===== config.mk =====
export PLATFORM = sky130hd
export DESIGN_NAME = hash_msg_packer_flat
export DESIGN_NICKNAME = d
export VERILOG_FILES = /design/src/rtl/hash160_pkg.sv /design/src/rtl/hash_msg_packer_if.sv /design/src/rtl/hash_msg_packer.sv /design/src/flat_wrapper.sv
export SDC_FILE = /design/constraint.sdc
export NUM_CORES = 1
export LEC_CHECK = 0
export CAP_MARGIN = 20
export CORE_MARGIN = 8
export CORE_UTILIZATION = 30
export CTS_CLUSTER_SIZE = 20
export DETAILED_ROUTE_END_ITERATION = 10
export SLEW_MARGIN = 5
export SYNTH_ARGS = -nofsm -noshare
export SYNTH_HDL_FRONTEND = slang
export SYNTH_SLANG_ARGS = --single-unit

===== constraint.sdc =====
create_clock -name clk -period 1.2 [get_ports clk]
set_input_delay 0.12 -clock clk [delete_from_list [all_inputs] [get_ports clk]]
set_output_delay 0.12 -clock clk [all_outputs]
set_load 0.1 [all_outputs]

===== src/rtl/hash160_pkg.sv =====
`default_nettype none
// +----------------------------------------------------------------------------+
// | Package : hash160_pkg                                                      |
// | Shared widths, packer state encoding and SHA-256 padding-block builder.    |
// | Revision: 1.0                                                              |
// +----------------------------------------------------------------------------+
package hash160_pkg;

    localparam int unsigned BLK_W  = 512;
    localparam int unsigned BYTE_W = 8;

    typedef enum logic [1:0] {
        PK_IDLE      = 2'd0,
        PK_FILL      = 2'd1,
        PK_HOLD_DATA = 2'd2,
        PK_HOLD_PAD  = 2'd3
    } packer_state_e;

    // Padding for a message that exactly fills the preceding block.
    function automatic logic [BLK_W-1:0] pad_block(input logic [63:0] len_bits);
        return {8'h80, {(BLK_W-72){1'b0}}, len_bits};
    endfunction

endpackage
`default_nettype wire


===== src/rtl/hash_msg_packer_if.sv =====
`default_nettype none
// +----------------------------------------------------------------------------+
// | Interface : hash_msg_packer_if                                             |
// | Byte-input strobe and block valid/ready handshake of the message packer.   |
// | Revision  : 1.0                                                            |
// +----------------------------------------------------------------------------+
interface hash_msg_packer_if;
    import hash160_pkg::*;

    logic              i_valid;
    logic [BYTE_W-1:0] i_text;
    logic              o_in_ready;
    logic              o_blk_valid;
    logic [BLK_W-1:0]  o_blk;
    logic              o_blk_last;
    logic              i_blk_ready;
    logic              o_ovf;

    modport slave (
        input  i_valid, i_text, i_blk_ready,
        output o_in_ready, o_blk_valid, o_blk, o_blk_last, o_ovf
    );

    modport master (
        output i_valid, i_text, i_blk_ready,
        input  o_in_ready, o_blk_valid, o_blk, o_blk_last, o_ovf
    );

endinterface
`default_nettype wire


===== src/rtl/hash_msg_packer.sv =====
`default_nettype none
// +----------------------------------------------------------------------------+
// | Module  : hash_msg_packer                                                  |
// | Packs a 64-byte stream into a 512-bit SHA-256 block; with HASH160_PAD_EN   |
// | defined it follows the data block with the generated padding block.        |
// | Revision: 1.0                                                              |
// +----------------------------------------------------------------------------+
module hash_msg_packer
    import hash160_pkg::*;
#(
    parameter int unsigned MSG_LEN_BITS = 512
) (
    input  wire logic         clk,
    input  wire logic         rst,
    hash_msg_packer_if.slave  bus
);

    localparam logic [1:0] c_ST_IDLE      = PK_IDLE;
    localparam logic [1:0] c_ST_FILL      = PK_FILL;
    localparam logic [1:0] c_ST_HOLD_DATA = PK_HOLD_DATA;
`ifdef HASH160_PAD_EN
    localparam logic [1:0]       c_ST_HOLD_PAD = PK_HOLD_PAD;
    localparam logic [BLK_W-1:0] c_PAD_BLK     = pad_block(64'(MSG_LEN_BITS));
`endif

    logic [1:0]       r_state;
    logic [5:0]       r_cnt;
    logic [BLK_W-1:0] r_shift;
    logic             r_ovf;

    logic w_in_ready;
    logic w_blk_valid;
    logic w_xfer;

    assign w_in_ready  = (r_state == c_ST_IDLE) || (r_state == c_ST_FILL);
    assign w_blk_valid = !w_in_ready;
    assign w_xfer      = w_blk_valid && bus.i_blk_ready;

    always_ff @(posedge clk) begin
        if (rst) begin
            r_state <= c_ST_IDLE;
            r_cnt   <= 6'd0;
            r_shift <= '0;
            r_ovf   <= 1'b0;
        end else begin
            if (bus.i_valid && !w_in_ready) begin
                r_ovf <= 1'b1;
            end
            case (r_state)
                c_ST_IDLE: begin
                    if (bus.i_valid) begin
                        r_shift <= {r_shift[BLK_W-BYTE_W-1:0], bus.i_text};
                        r_cnt   <= 6'd1;
                        r_state <= c_ST_FILL;
                    end
                end
                c_ST_FILL: begin
                    if (bus.i_valid) begin
                        r_shift <= {r_shift[BLK_W-BYTE_W-1:0], bus.i_text};
                        r_cnt   <= r_cnt + 6'd1;
                        if (r_cnt == 6'd63) begin
                            r_state <= c_ST_HOLD_DATA;
                        end
                    end
                end
                c_ST_HOLD_DATA: begin
                    if (w_xfer) begin
`ifdef HASH160_PAD_EN
                        r_state <= c_ST_HOLD_PAD;
`else
                        r_state <= c_ST_IDLE;
`endif
                    end
                end
                default: begin
                    // HOLD_PAD, or an unreachable code in the unpadded build.
                    if (w_xfer) begin
                        r_state <= c_ST_IDLE;
                    end
                end
            endcase
        end
    end

`ifdef HASH160_PAD_EN
    always_comb begin
        bus.o_blk      = r_shift;
        bus.o_blk_last = 1'b0;
        if (r_state == c_ST_HOLD_PAD) begin
            bus.o_blk      = c_PAD_BLK;
            bus.o_blk_last = 1'b1;
        end
    end
`else
    logic w_unused_len;
    assign w_unused_len = ^MSG_LEN_BITS;

    always_comb begin
        bus.o_blk      = r_shift;
        bus.o_blk_last = (r_state == c_ST_HOLD_DATA);
    end
`endif

    assign bus.o_in_ready  = w_in_ready;
    assign bus.o_blk_valid = w_blk_valid;
    assign bus.o_ovf       = r_ovf;

endmodule
`default_nettype wire


===== src/flat_wrapper.sv =====
// flat-port wrapper written by rule: the top's interface ports become plain ports
module hash_msg_packer_flat import hash160_pkg::*;
#(
    parameter int unsigned MSG_LEN_BITS = 512
)
  (clk, rst, bus_i_valid, bus_i_text, bus_i_blk_ready, bus_o_in_ready, bus_o_blk_valid, bus_o_blk, bus_o_blk_last, bus_o_ovf);
  hash_msg_packer_if bus_i ();
  input  wire logic clk;
  input  wire logic rst;
  input wire logic [$bits(bus_i.i_valid)-1:0] bus_i_valid;
  input wire logic [$bits(bus_i.i_text)-1:0] bus_i_text;
  input wire logic [$bits(bus_i.i_blk_ready)-1:0] bus_i_blk_ready;
  output wire logic [$bits(bus_i.o_in_ready)-1:0] bus_o_in_ready;
  output wire logic [$bits(bus_i.o_blk_valid)-1:0] bus_o_blk_valid;
  output wire logic [$bits(bus_i.o_blk)-1:0] bus_o_blk;
  output wire logic [$bits(bus_i.o_blk_last)-1:0] bus_o_blk_last;
  output wire logic [$bits(bus_i.o_ovf)-1:0] bus_o_ovf;
  assign bus_i.i_valid = bus_i_valid;
  assign bus_i.i_text = bus_i_text;
  assign bus_i.i_blk_ready = bus_i_blk_ready;
  assign bus_o_in_ready = bus_i.o_in_ready;
  assign bus_o_blk_valid = bus_i.o_blk_valid;
  assign bus_o_blk = bus_i.o_blk;
  assign bus_o_blk_last = bus_i.o_blk_last;
  assign bus_o_ovf = bus_i.o_ovf;
  hash_msg_packer #(.MSG_LEN_BITS(MSG_LEN_BITS)) u_core (.clk(clk), .rst(rst), .bus(bus_i));
endmodule

Word-level counts from Yosys, hierarchy flattened

Index checks and enable logic that the tools add are counted.
Widths: inputs -> output; s select.

Flip-flop bits (word level): 521
Bits in latches: 0
Bits in writable memories: 0
Bits in read-only memories: 0
Input bits: 12
Logic and storage cells: 30
Memories: 0

$add $sub $neg: 1
Multiply operators: 0
Div/mod/pow operators: 0
$lt $le $gt $ge: 0
Equality and inequality tests: 6
Shifts and indexed selects: 0
Multiplexer cells: 8
Bitwise gates (word level): 0
Reductions and logical operators: 11

Operators with widths:

| operator            | count |
|---|---|
| $mux 6              | 2 |
| $pmux 6 s2          | 1 |
| $mux 2              | 4 |
| $add 6x1->6 const B | 1 |
| $eq 6x6->1 const B  | 1 |
| $ne 2x2->1 const B  | 3 |
| $pmux 2 s2          | 1 |
| $reduce_and 4->1    | 1 |
| $reduce_and 3->1    | 1 |
| $reduce_bool 3->1   | 1 |
| $eq 2x1->1 const B  | 1 |
| $eq 2x2->1 const B  | 1 |
| $logic_and 1x1->1   | 2 |
| $logic_not 2->1     | 1 |
| $reduce_and 2->1    | 1 |
| $reduce_bool 2->1   | 1 |
| $reduce_or 2->1     | 1 |
| $logic_not 1->1     | 1 |
| $logic_or 1x1->1    | 1 |

Logic depth before layout (Yosys ltp)

Gate-level depths: netlist of the first run.

Depth in word-level cells: 6
Gate-level depth with buffers: 7

Worst setup path after synthesis of the first run

OpenSTA, ideal clock, no wires.

Path type: reg2out
Start: reg u_core.r_state[1]
End: out bus_o_blk_last
Arrival time: 2211 ps
Path slack: -1131 ps
Cell stages (with the launch flop): 3
Buffers on the path: 0
Path through: dfxtp_1 inv_1 nor2_1

Cells in the longest elaborated chain, start to end: 1

Ends and longest elaborated chain:

| item                     | RTL line               | source |
|---|---|---|
| start: declaration       | hash_msg_packer.sv:26  | `logic [1:0] r_state;` |
| start signal: assignment | hash_msg_packer.sv:41  | `r_state <= c_ST_IDLE;` |
| start signal: assignment | hash_msg_packer.sv:54  | `r_state <= c_ST_FILL;` |
| start signal: assignment | hash_msg_packer.sv:62  | `r_state <= c_ST_HOLD_DATA;` |
| $eq 2x2->1               | hash_msg_packer.sv:100 | `bus.o_blk_last = (r_state == c_ST_HOLD_DATA);` |
| end: declaration         | flat_wrapper.sv:16     | `output wire logic [$bits(bus_i.o_blk_last)-1:0] bus_o_blk_last;` |

Every way passes these cells.

Worst setup path in the final report of the first run

Start: reg u_core.r_state[1]
End: reg u_core.r_shift[303], in the netlist u_core.bus.o_blk[303]

Cells in the longest elaborated chain, start to end: 3
Elaborated cells on any way between the ends: 4

Ends and longest elaborated chain:

| item                                                 | RTL line              | source |
|---|---|---|
| $eq 2x1->1 / $logic_not 2->1 (equally long branches) | hash_msg_packer.sv:49 | `case (r_state)` |
| $reduce_or 2->1 (no line) (*)                        | n/a                   |  |
| $reduce_and 2->1 (no line) (*)                       | n/a                   |  |
| end signal: assignment                               | hash_msg_packer.sv:52 | `r_shift <= {r_shift[BLK_W-BYTE_W-1:0], bus.i_text};` |
| end signal: assignment                               | hash_msg_packer.sv:59 | `r_shift <= {r_shift[BLK_W-BYTE_W-1:0], bus.i_text};` |
| end: declaration                                     | hash_msg_packer.sv:28 | `logic [BLK_W-1:0] r_shift;` |

Mark *: on every way between the ends. The rest lies on a longest branch, timed or not.
A chain may end at the register's enable or synchronous reset.

==> results.toml, run 1 <==
[sta]
period_minus_slack_ns = 1.67
setup_viol = 1036
fmax_mhz = 597
hold_slack_ns = 0.0868
slew_viol_final = 0
tightest_slew_ns = 0.485
fin_ws_ns = -0.474
fin_crit_sh_pct = 139
hold_violations = 0
slew_headroom_pct = 67.6
rsz0062_at_grt = "yes"
finClkSkew_ns = 0.0399

[floorplanning]
core_um2 = 60400
io_pins = 528
die_w_um = 263
num_rows = 90
dieHeight_um = 263
initial_utilization_pct = 30.3
die-area_um2 = 69100

[route]
firstDrtPassIters = 6
drc = 0
routedWlPerCell_um = 22.1
vias = 20000
finalWirelength_um = 88800
dr.first_iter.drc_count = 1743
postRouteAntennaNets = 0
viasPerCell = 4.97

[critical_path]
crit_required_ns = 1.70
arrival_ns = 2.17
end_kind = "flop"
start_kind = "flop"
worstSetupPathType = "flop to flop"
crit_path_max_fanout = 6
reg2regPathDepth = 9

[outcome]
outcome = "complete, but fails checks"
violations = "setup timing"

[power_and_ir_drop]
worst_ir_drop_vdd_uv = 1060
leakage_nw = 14.8
power_density_nw_per_um2 = 949
finalPower_w = 0.0370

[cells_and_area]
fin_util_pct = 64.7
fill_cells = 4155
finalNonFillerCells = 4015
final_common_cell = "nand2_1"
nets = 3202
drive_gt1_share_pct = 60.6
layout_common_cells = "875 x nand2_1, 559 x buf_12, 360 x buf_4, 340 x a21oi_1, 272 x dfxtp_4"
area_delta_synth_final_pct = 113

[logic_synthesis]
ys_top_cells_by_area = "dfxtp_1 57%, nand2_1 21%, a21oi_1 13%"
syn_area_per_cell_um2 = 8.06
syn-num-nets = 2283
synth_compound_area_share_pct = 15.5
yosys_warnings = 0
synth_adder_area_share_pct = 0.0684
yosysTopAreaCell = "dfxtp_1"
synth_mux_area_share_pct = 0
synth_top_family_by_area = "simple AND/OR/NAND/NOR gates"
synth_xor_area_share_pct = 0
synth_seq_cells = 521
syn-cell-area_um2 = 18300
synth_top_area_share_pct = 57.0
synthSimpleGateAreaFrac_pct = 21.7
ys_types = 27
ys_seq_area_share_pct = 57.0
synthCells = 2270

[placement]
gp_congestion = 0.827
io_buffer_count = 527
dp_slack_ns = -0.526
dp.cells = 3497
detailed_place_hpwl_um = 51400

[clock_network]
cts.reportedPaths.clkPinSlew_ns = 0.06
insertion_delay_ns = 0.63
cts_made_buffers = 56
cts_tree = "built"
cts.htree.levels = 2
clock_sinks = 521
clockBufferDepth = 3
cts_root_buffer = "clkbuf_16"

[global_routing]
grt.overflow.total = 0
grt_antenna_before_repair = 1
grt_pass1_vias = 20100
grt_max_degree = 77
track_usage_pct = 23.2
grt_pass1_wl_um = 127000

[worst_hold_path]
hold_class = "primary input to flop"
whs_path_depth = 3

[flow_run]
maxCapViolCount = 0
[where the power goes]
group | internal (W) | switching, W
clock network | 0.00988 | 0.00735
registers | 0.0167 | 0.0000520
logic | 0.00137 | 0.00167
total | 0.0280 | 0.00908
[state kept, by name, indices dropped and copies added (netlist names)]
register,cells
u_core.bus.o_blk,512
u_core.bus.o_ovf,1
u_core.r_cnt,6
u_core.r_state,2
[final timing paths]
| path | end | slack, ns | from |
|---|---|---|---|
| worst max-delay path | u_core.bus.o_blk[303] | -0.47 | u_core.r_state[1] |
| worst min-delay path | u_core.bus.o_blk[4] | 0.09 | bus_i_text[4] |
| worst min register to register | u_core.bus.o_blk[333] | 0.47 | u_core.bus.o_blk[325] |
| worst max register to register | u_core.bus.o_blk[303] | -0.47 | u_core.r_state[1] |
[critical path, stage by stage, from the launching register on]
cell and delay [ns]:
dfxtp_4 0.35, buf_6 0.12, nor2b_4 0.12, buf_12 0.13, buf_12 0.15, buf_16 0.14, buf_12 0.14, clkbuf_16 0.14
nand2_1 0.06, a21oi_1 0.20
[metrics by stage]
| stage | area (um2) | TNS (ns) |
|---|---|---|
| 2_1_floorplan | 19100 | -8.55 |
| 3_3_place_gp | 30600 | -212.56 |
| 3_5_place_dp | 30600 | -217.37 |
| 4_1_cts | 37500 | -208.70 |
| 5_1_grt | 39000 | -234.85 |
| 6_report | 39000 | -182.27 |
[area by class of cell]
cell class | instances | area [um2] | area share [%]
Tap cell | 782 | 978 | 2.51
Clock inverter | 14 | 143 | 0.365
Antenna cell | 1 | 2.50 | 0.00641
Inverter | 3 | 15.0 | 0.0385
Sequential cell | 521 | 11800 | 30.1
Timing Repair Buffer | 1035 | 16400 | 42.1
Clock buffer | 87 | 1690 | 4.33
Multi-Input combinational cell | 1572 | 8020 | 20.5
[repair_timing]
action / 4_1_cts / 5_1_grt
endpoints found under the setup margin: 1031 / 1036
pin swaps: 5 / 118
hold buffers: 1 / 0
hold endpoints to repair: 37 / 0
cloned: 47 / 18
buffers inserted: 342 / 21
resized for setup: 374 / 317
[metal layers]
metal	wire (um)	up-vias	global-route usage [%]
met5	0	-	0
met4	4010	0	8.22
met3	7350	241	7.27
met2	45100	839	41.6
met1	32300	9688	25.7
li1	-	9197	-
[cell families after synthesis]
family,after synthesis
AOI/OAI and AO/OA,527
adders and majority gates,1
buffers and inverters,178
and+or+nand+nor,1043
DFF,521
[cell usage after synthesis]
| cell | instances |
|---|---|
| a21oi_1 | 468 |
| a21oi_2 | 50 |
| nand2_1 | 1016 |
| nand4b_1 | 1 |
| buf_2 | 93 |
| ha_1 | 1 |
| o21ba_2 | 1 |
| a21o_1 | 1 |
| buf_12 | 2 |
| buf_8 | 10 |
| nor2_1 | 4 |
| nand2_2 | 10 |
| clkbuf_1 | 55 |
| nand3_1 | 4 |
| a2bb2oi_1 | 1 |
| o21bai_1 | 2 |
| nand2b_1 | 1 |
| dfxtp_1 | 521 |
| nor2b_1 | 1 |
| or3_1 | 3 |
| nor3_1 | 2 |
| nand4_1 | 1 |
| a31oi_1 | 1 |
| buf_6 | 14 |
| buf_4 | 1 |
| inv_1 | 3 |
| o21ai_0 | 3 |
Power figures use the tool's default switching activity.
==> run 2: changes to the inputs <==
- SKIP_CTS_REPAIR_TIMING: default -> 1
==> run 2 against run 1 <==
Effect of this change:
- the run still ends with setup timing left
- clock-buffer cell count did not move
- routed wire length shrank 15%
- combinational power fell by 16%
- clock skew decreased by 0.011 ns
- final cell count fell by 8.2%
- total power fell by 0.28%
- critical endpoint is now u_core.bus.o_blk[270]
- highest routed layer unchanged
==> results.toml, run 2 (synthesis results as in run 1) <==
[power_and_ir_drop]
finalPower_w = 0.0369
switching_share_pct = 23.6
pwr-share-comb_pct = 6.9
power_density_nw_per_um2 = 1060
seqPwrFrac_pct = 47.0
p_int_w = 0.0282
worst_ir_drop_vdd_uv = 1060
p_switching_w = 0.00871
clkPwrFrac_pct = 46.1
leakage_nw = 12.3

[worst_hold_path]
min_to = "u_core.bus.o_blk[2]"
min_from = "bus_i_text[2]"
whs_path_depth = 3
hold_class = "primary input to flop"

[critical_path]
end_kind = "flop"
crit_required_ns = 1.71
worstSetupPathType = "flop to flop"
arrival_ns = 2.14
crit_path_max_fanout = 6
start_kind = "flop"
r2r-start = "u_core.r_state[1]"
r2r_slack_ns = -0.43
rr_endpoint = "u_core.bus.o_blk[270]"
reg2regPathDepth = 9

[global_routing]
track_usage_pct = 18.7
grt.overflow.total = 0
grt_antenna_before_repair = 1
grt_pass1_vias = 16800
grt_pass1_wl_um = 104000
grt_max_degree = 77

[sta]
fmax_mhz = 614
slew_viol_final = 0
fin_crit_sh_pct = 136
rsz0062_at_grt = "yes"
finClkSkew_ns = 0.0293
setup_viol = 1036
slew_headroom_pct = 64.8
tightest_slew_ns = 0.528
fin_ws_ns = -0.428
period_minus_slack_ns = 1.63
hold_violations = 0

[route]
viasPerCell = 4.83
postRouteAntennaNets = 0
routedWlPerCell_um = 20.5
firstDrtPassIters = 6
finalWirelength_um = 75400
dr.first_iter.drc_count = 1423
vias = 17800
drc = 0

[floorplanning]
dieHeight_um = 263
die-area_um2 = 69100
core_um2 = 60400
die_w_um = 263
num_rows = 90
io_pins = 528
initial_utilization_pct = 30.3

[cells_and_area]
fill_cells = 4832
regArea_um2 = 11100
final_common_cell = "nand2_1"
finalNonFillerCells = 3686
fin_util_pct = 57.8
nets = 2873
layout_common_cells = "924 x nand2_1, 556 x buf_12, 504 x dfxtp_2, 352 x a21oi_1, 166 x a21oi_2"
largest_register_ffs = 512
multiInputGateArea_um2 = 7620
area_delta_synth_final_pct = 90.8
drive_gt1_share_pct = 54.0

[clock_network]
cts_made_buffers = 56
cts_root_buffer = "clkbuf_16"
clockBufferDepth = 3
cts.reportedPaths.clkPinSlew_ns = 0.06
cts.htree.levels = 2
cts_tree = "built"
insertion_delay_ns = 0.61
clock_sinks = 521

[placement]
dp_slack_ns = -0.526
detailed_place_hpwl_um = 51400
io_buffer_count = 527
gp_congestion = 0.827
dp.cells = 3497

[outcome]
violations = "setup timing"
outcome = "complete, but fails checks"

[flow_run]
maxCapViolCount = 0
## run 2: changes by cell type in the layout (fill, tap and decap cells not counted), sizes merged
| cell | delta |
|---|---|
| clkbuf | +21 |
| buf | -343 |
| bufbuf | -7 |
## run 2: worst max-delay path by stage
stage	startpoint	endpoint	slack, ns	cells past startpoint
6_report	u_core.r_state[1]	u_core.bus.o_blk[270]	-0.43	9
3_5_place_dp	bus_i_valid	u_core.bus.o_blk[1]	-0.53	6
4_1_cts	u_core.r_state[1]	bus_o_blk_last	-0.49	4
5_1_grt	u_core.r_state[1]	bus_o_blk_last	-0.47	4
2_1_floorplan	u_core.r_state[1]	bus_o_blk_last	-0.32	2
3_3_place_gp	bus_i_valid	u_core.bus.o_blk[475]	-0.47	7
## run 2: cell type report
class | instances | area share, %
antenna | 1 | 0.00717
sequential | 521 | 31.8
inverter | 3 | 0.0430
timing repair buffer | 706 | 38.3
tap | 782 | 2.80
clock inverter | 14 | 0.409
clock buffer | 87 | 4.84
multi-input combinational | 1572 | 21.8
## run 2: power groups by stage
stage	Sequential [W]	Clock [W]	Combinational, W
3_3_place_gp	0.0178	0	0.00172
5_1_grt	0.0174	0.0182	0.00268
4_1_cts	0.0174	0.0175	0.00174
2_1_floorplan	0.0179	0	0.000926
6_report	0.0174	0.0170	0.00256
3_5_place_dp	0.0178	0	0.00173
## run 2: metal layers
layer  GRT usage, %  vias to the layer above  part of all wire (%)
met4           5.52                        0                   2.7
met5              0                        -                     0
met3           7.23                      119                   8.6
met1           21.8                     8569                    39
li1               -                     8520                     -
met2           31.7                      598                    50
## run 2: critical path: stages (launching register included)
cell       delay (ns)
dfxtp_4          0.35
buf_4            0.14
nor2b_4          0.19
buf_12           0.17
buf_12           0.12
clkbuf_16        0.17
buf_4            0.12
buf_6            0.10
nand2_1          0.05
a21oi_1          0.11
## run 2: metrics by stage
step / area (um2) / hold WS, ns / setup TNS, ns
finish: 34900 / 0.0801 / -177.00
global route: 34900 / 0.0662 / -232.99
CTS: 32400 / -0.247 / -106.60
detailed placement: 30600 / 0.402 / -217.37
global placement: 30600 / 0.399 / -212.56
floorplan: 19100 / 0.248 / -8.55
==> run 3: changes to the inputs <==
- PLACE_DENSITY: default -> 0.69
- SLEW_MARGIN: 5 -> 20
==> run 3 against run 2 <==
Effect of this change:
- routed wire length shrank 0.80%
- highest routed layer unchanged
- total power is essentially flat
- register-to-register slack is essentially flat
- sequential power is essentially flat
- clock-buffer cell count shrank 5
- cell area grew 1.3%
- global-route usage shrank 0.47 points
- the run still ends with setup timing left
- critical path depth shrank 1
- first-iteration DRC count grew 3.2%
- worst setup slack gained 0.012 ns
==> results.toml, run 3 (synthesis results as in run 1) <==
[worst_hold_path]
hold_class = "primary input to flop"

[clock_network]
cts.htree.levels = 2
clockBufferDepth = 3
clock_sinks = 521
insertion_delay_ns = 0.61
cts.reportedPaths.clkPinSlew_ns = 0.06
cts_root_buffer = "clkbuf_16"
cts_tree = "built"
cts_made_buffers = 56

[critical_path]
arrival_ns = 2.13
r2r_slack_ns = -0.42
end_kind = "flop"
reg2regPathDepth = 8
crit_chain = "buf_4 -> nor2b_4 -> buf_12 -> buf_12 -> clkbuf_16 -> clkbuf_16 -> nand2_1 -> a21oi_1"
crit_start = "u_core.r_state[1]"
rr_endpoint = "u_core.bus.o_blk[338]"
crit_path_max_fanout = 8
start_kind = "flop"
cpPeakStageDelay_ns = 0.35
crit_required_ns = 1.72
crit_end = "u_core.bus.o_blk[338]"
r2r-start = "u_core.r_state[1]"
worstSetupPathType = "flop to flop"
crit_slowest_cell = "dfxtp_4"

[sta]
period_minus_slack_ns = 1.62
hold_violations = 0
tightest_slew_ns = 0.371
fin_crit_sh_pct = 135
rsz0062_at_grt = "yes"
fmax_mhz = 619
finClkSkew_ns = 0.0185
slew_viol_final = 0
setup_viol = 1033
slew_headroom_pct = 75.3
fin_ws_ns = -0.416

[floorplanning]
core_um2 = 60400
initial_utilization_pct = 30.3
die_w_um = 263
die-area_um2 = 69100
io_pins = 528
dieHeight_um = 263
num_rows = 90

[global_routing]
grt_pass1_vias = 16800
track_usage_pct = 18.2
grt.overflow.total = 0
grt_antenna_before_repair = 0
grt_max_degree = 47
grt_pass1_wl_um = 101000

[placement]
gp_congestion = 0.853
io_buffer_count = 527
detailed_place_hpwl_um = 50000
dp_slack_ns = -0.456

[flow_run]
maxCapViolCount = 0

[power_and_ir_drop]
p_switching_w = 0.00886
power_density_nw_per_um2 = 1050
clkPwrFrac_pct = 47.0
switching_share_pct = 24.0
p_int_w = 0.0281
leakage_nw = 12.5
worst_ir_drop_vdd_uv = 1200
pwr-share-comb_pct = 6.6
seqPwrFrac_pct = 46.4

[cells_and_area]
num_antenna_cells = 0
area_delta_synth_final_pct = 93.2
drive_gt1_share_pct = 55.5
largest_register_ffs = 512
nets = 2919
layout_common_cells = "928 x nand2_1, 555 x buf_12, 409 x dfxtp_2, 325 x a21oi_1, 193 x a21oi_2"
fin_util_pct = 58.6
final_common_cell = "nand2_1"
fill_cells = 4556

[route]
finalWirelength_um = 74800
vias = 18200
drc = 0
postRouteAntennaNets = 0
routedWlPerCell_um = 20.1
firstDrtPassIters = 5
dr.first_iter.drc_count = 1468
viasPerCell = 4.87

[outcome]
outcome = "complete, but fails checks"
violations = "setup timing"
==> run 3: worst min-delay path by stage <==
stage | startpoint | endpoint | slack, ns | depth (start not counted)
2_1_floorplan | bus_i_text[0] | u_core.bus.o_blk[0] | 0.25 | 2
3_3_place_gp | rst | u_core.bus.o_blk[81] | 0.33 | 2
5_1_grt | bus_i_text[3] | u_core.bus.o_blk[3] | 0.07 | 3
6_report | bus_i_text[7] | u_core.bus.o_blk[7] | 0.08 | 3
4_1_cts | rst | u_core.bus.o_blk[89] | -0.31 | 2
3_5_place_dp | rst | u_core.bus.o_blk[89] | 0.33 | 2
==> run 3: area by class of cell <==
type	count	area (um2)	share of cell area [%]
multi-input cells	1571	7640	21.6
clock inverters	19	218	0.616
inverters	3	15.0	0.0425
well taps	782	978	2.77
flip-flops and latches	521	11300	32.1
clock buffers	82	1620	4.58
repair buffers	753	13500	38.3
==> run 3: critical path: cells and delay by family (launching register included) <==
kind / cells / cell delay (ns)
buf+inv: 5 / 0.77
flops: 1 / 0.35
simple gates: 2 / 0.23
compound gates: 1 / 0.17
==> run 3: metrics by stage <==
| stage | area, um2 | power, W | TNS (ns) | cells | hold WS [ns] |
|---|---|---|---|---|---|
| 5_1_grt | 35300 | 0.0381 | -225.93 | 3731 | 0.0746 |
| 4_1_cts | 32500 | 0.0368 | -94.06 | 3599 | -0.311 |
| 3_3_place_gp | 30600 | 0.0195 | -198.78 | 3498 | 0.330 |
| 3_5_place_dp | 30600 | 0.0195 | -206.01 | 3498 | 0.330 |
| 2_1_floorplan | 19100 | 0.0189 | -8.55 | 2270 | 0.248 |
| 6_report | 35300 | 0.0369 | -178.05 | 3731 | 0.0824 |
==> run 3: power groups by stage <==
stage | clock network [W] | registers [W] | logic (W)
after floorplan | 0 | 0.0179 | 0.000926
after global placement | 0 | 0.0178 | 0.00177
after detailed placement | 0 | 0.0178 | 0.00177
after CTS | 0.0177 | 0.0174 | 0.00177
after global routing | 0.0184 | 0.0171 | 0.00257
final | 0.0173 | 0.0171 | 0.00245
==> run 3: per-layer routing <==
metal / GRT usage [%] / vias to the layer above / routed length (um)
met5: 0 / - / 0
li1: - / 8594 / -
met1: 20.4 / 8771 / 28300
met4: 5.92 / 0 / 2250
met2: 30.8 / 679 / 36800
met3: 8.15 / 128 / 7450
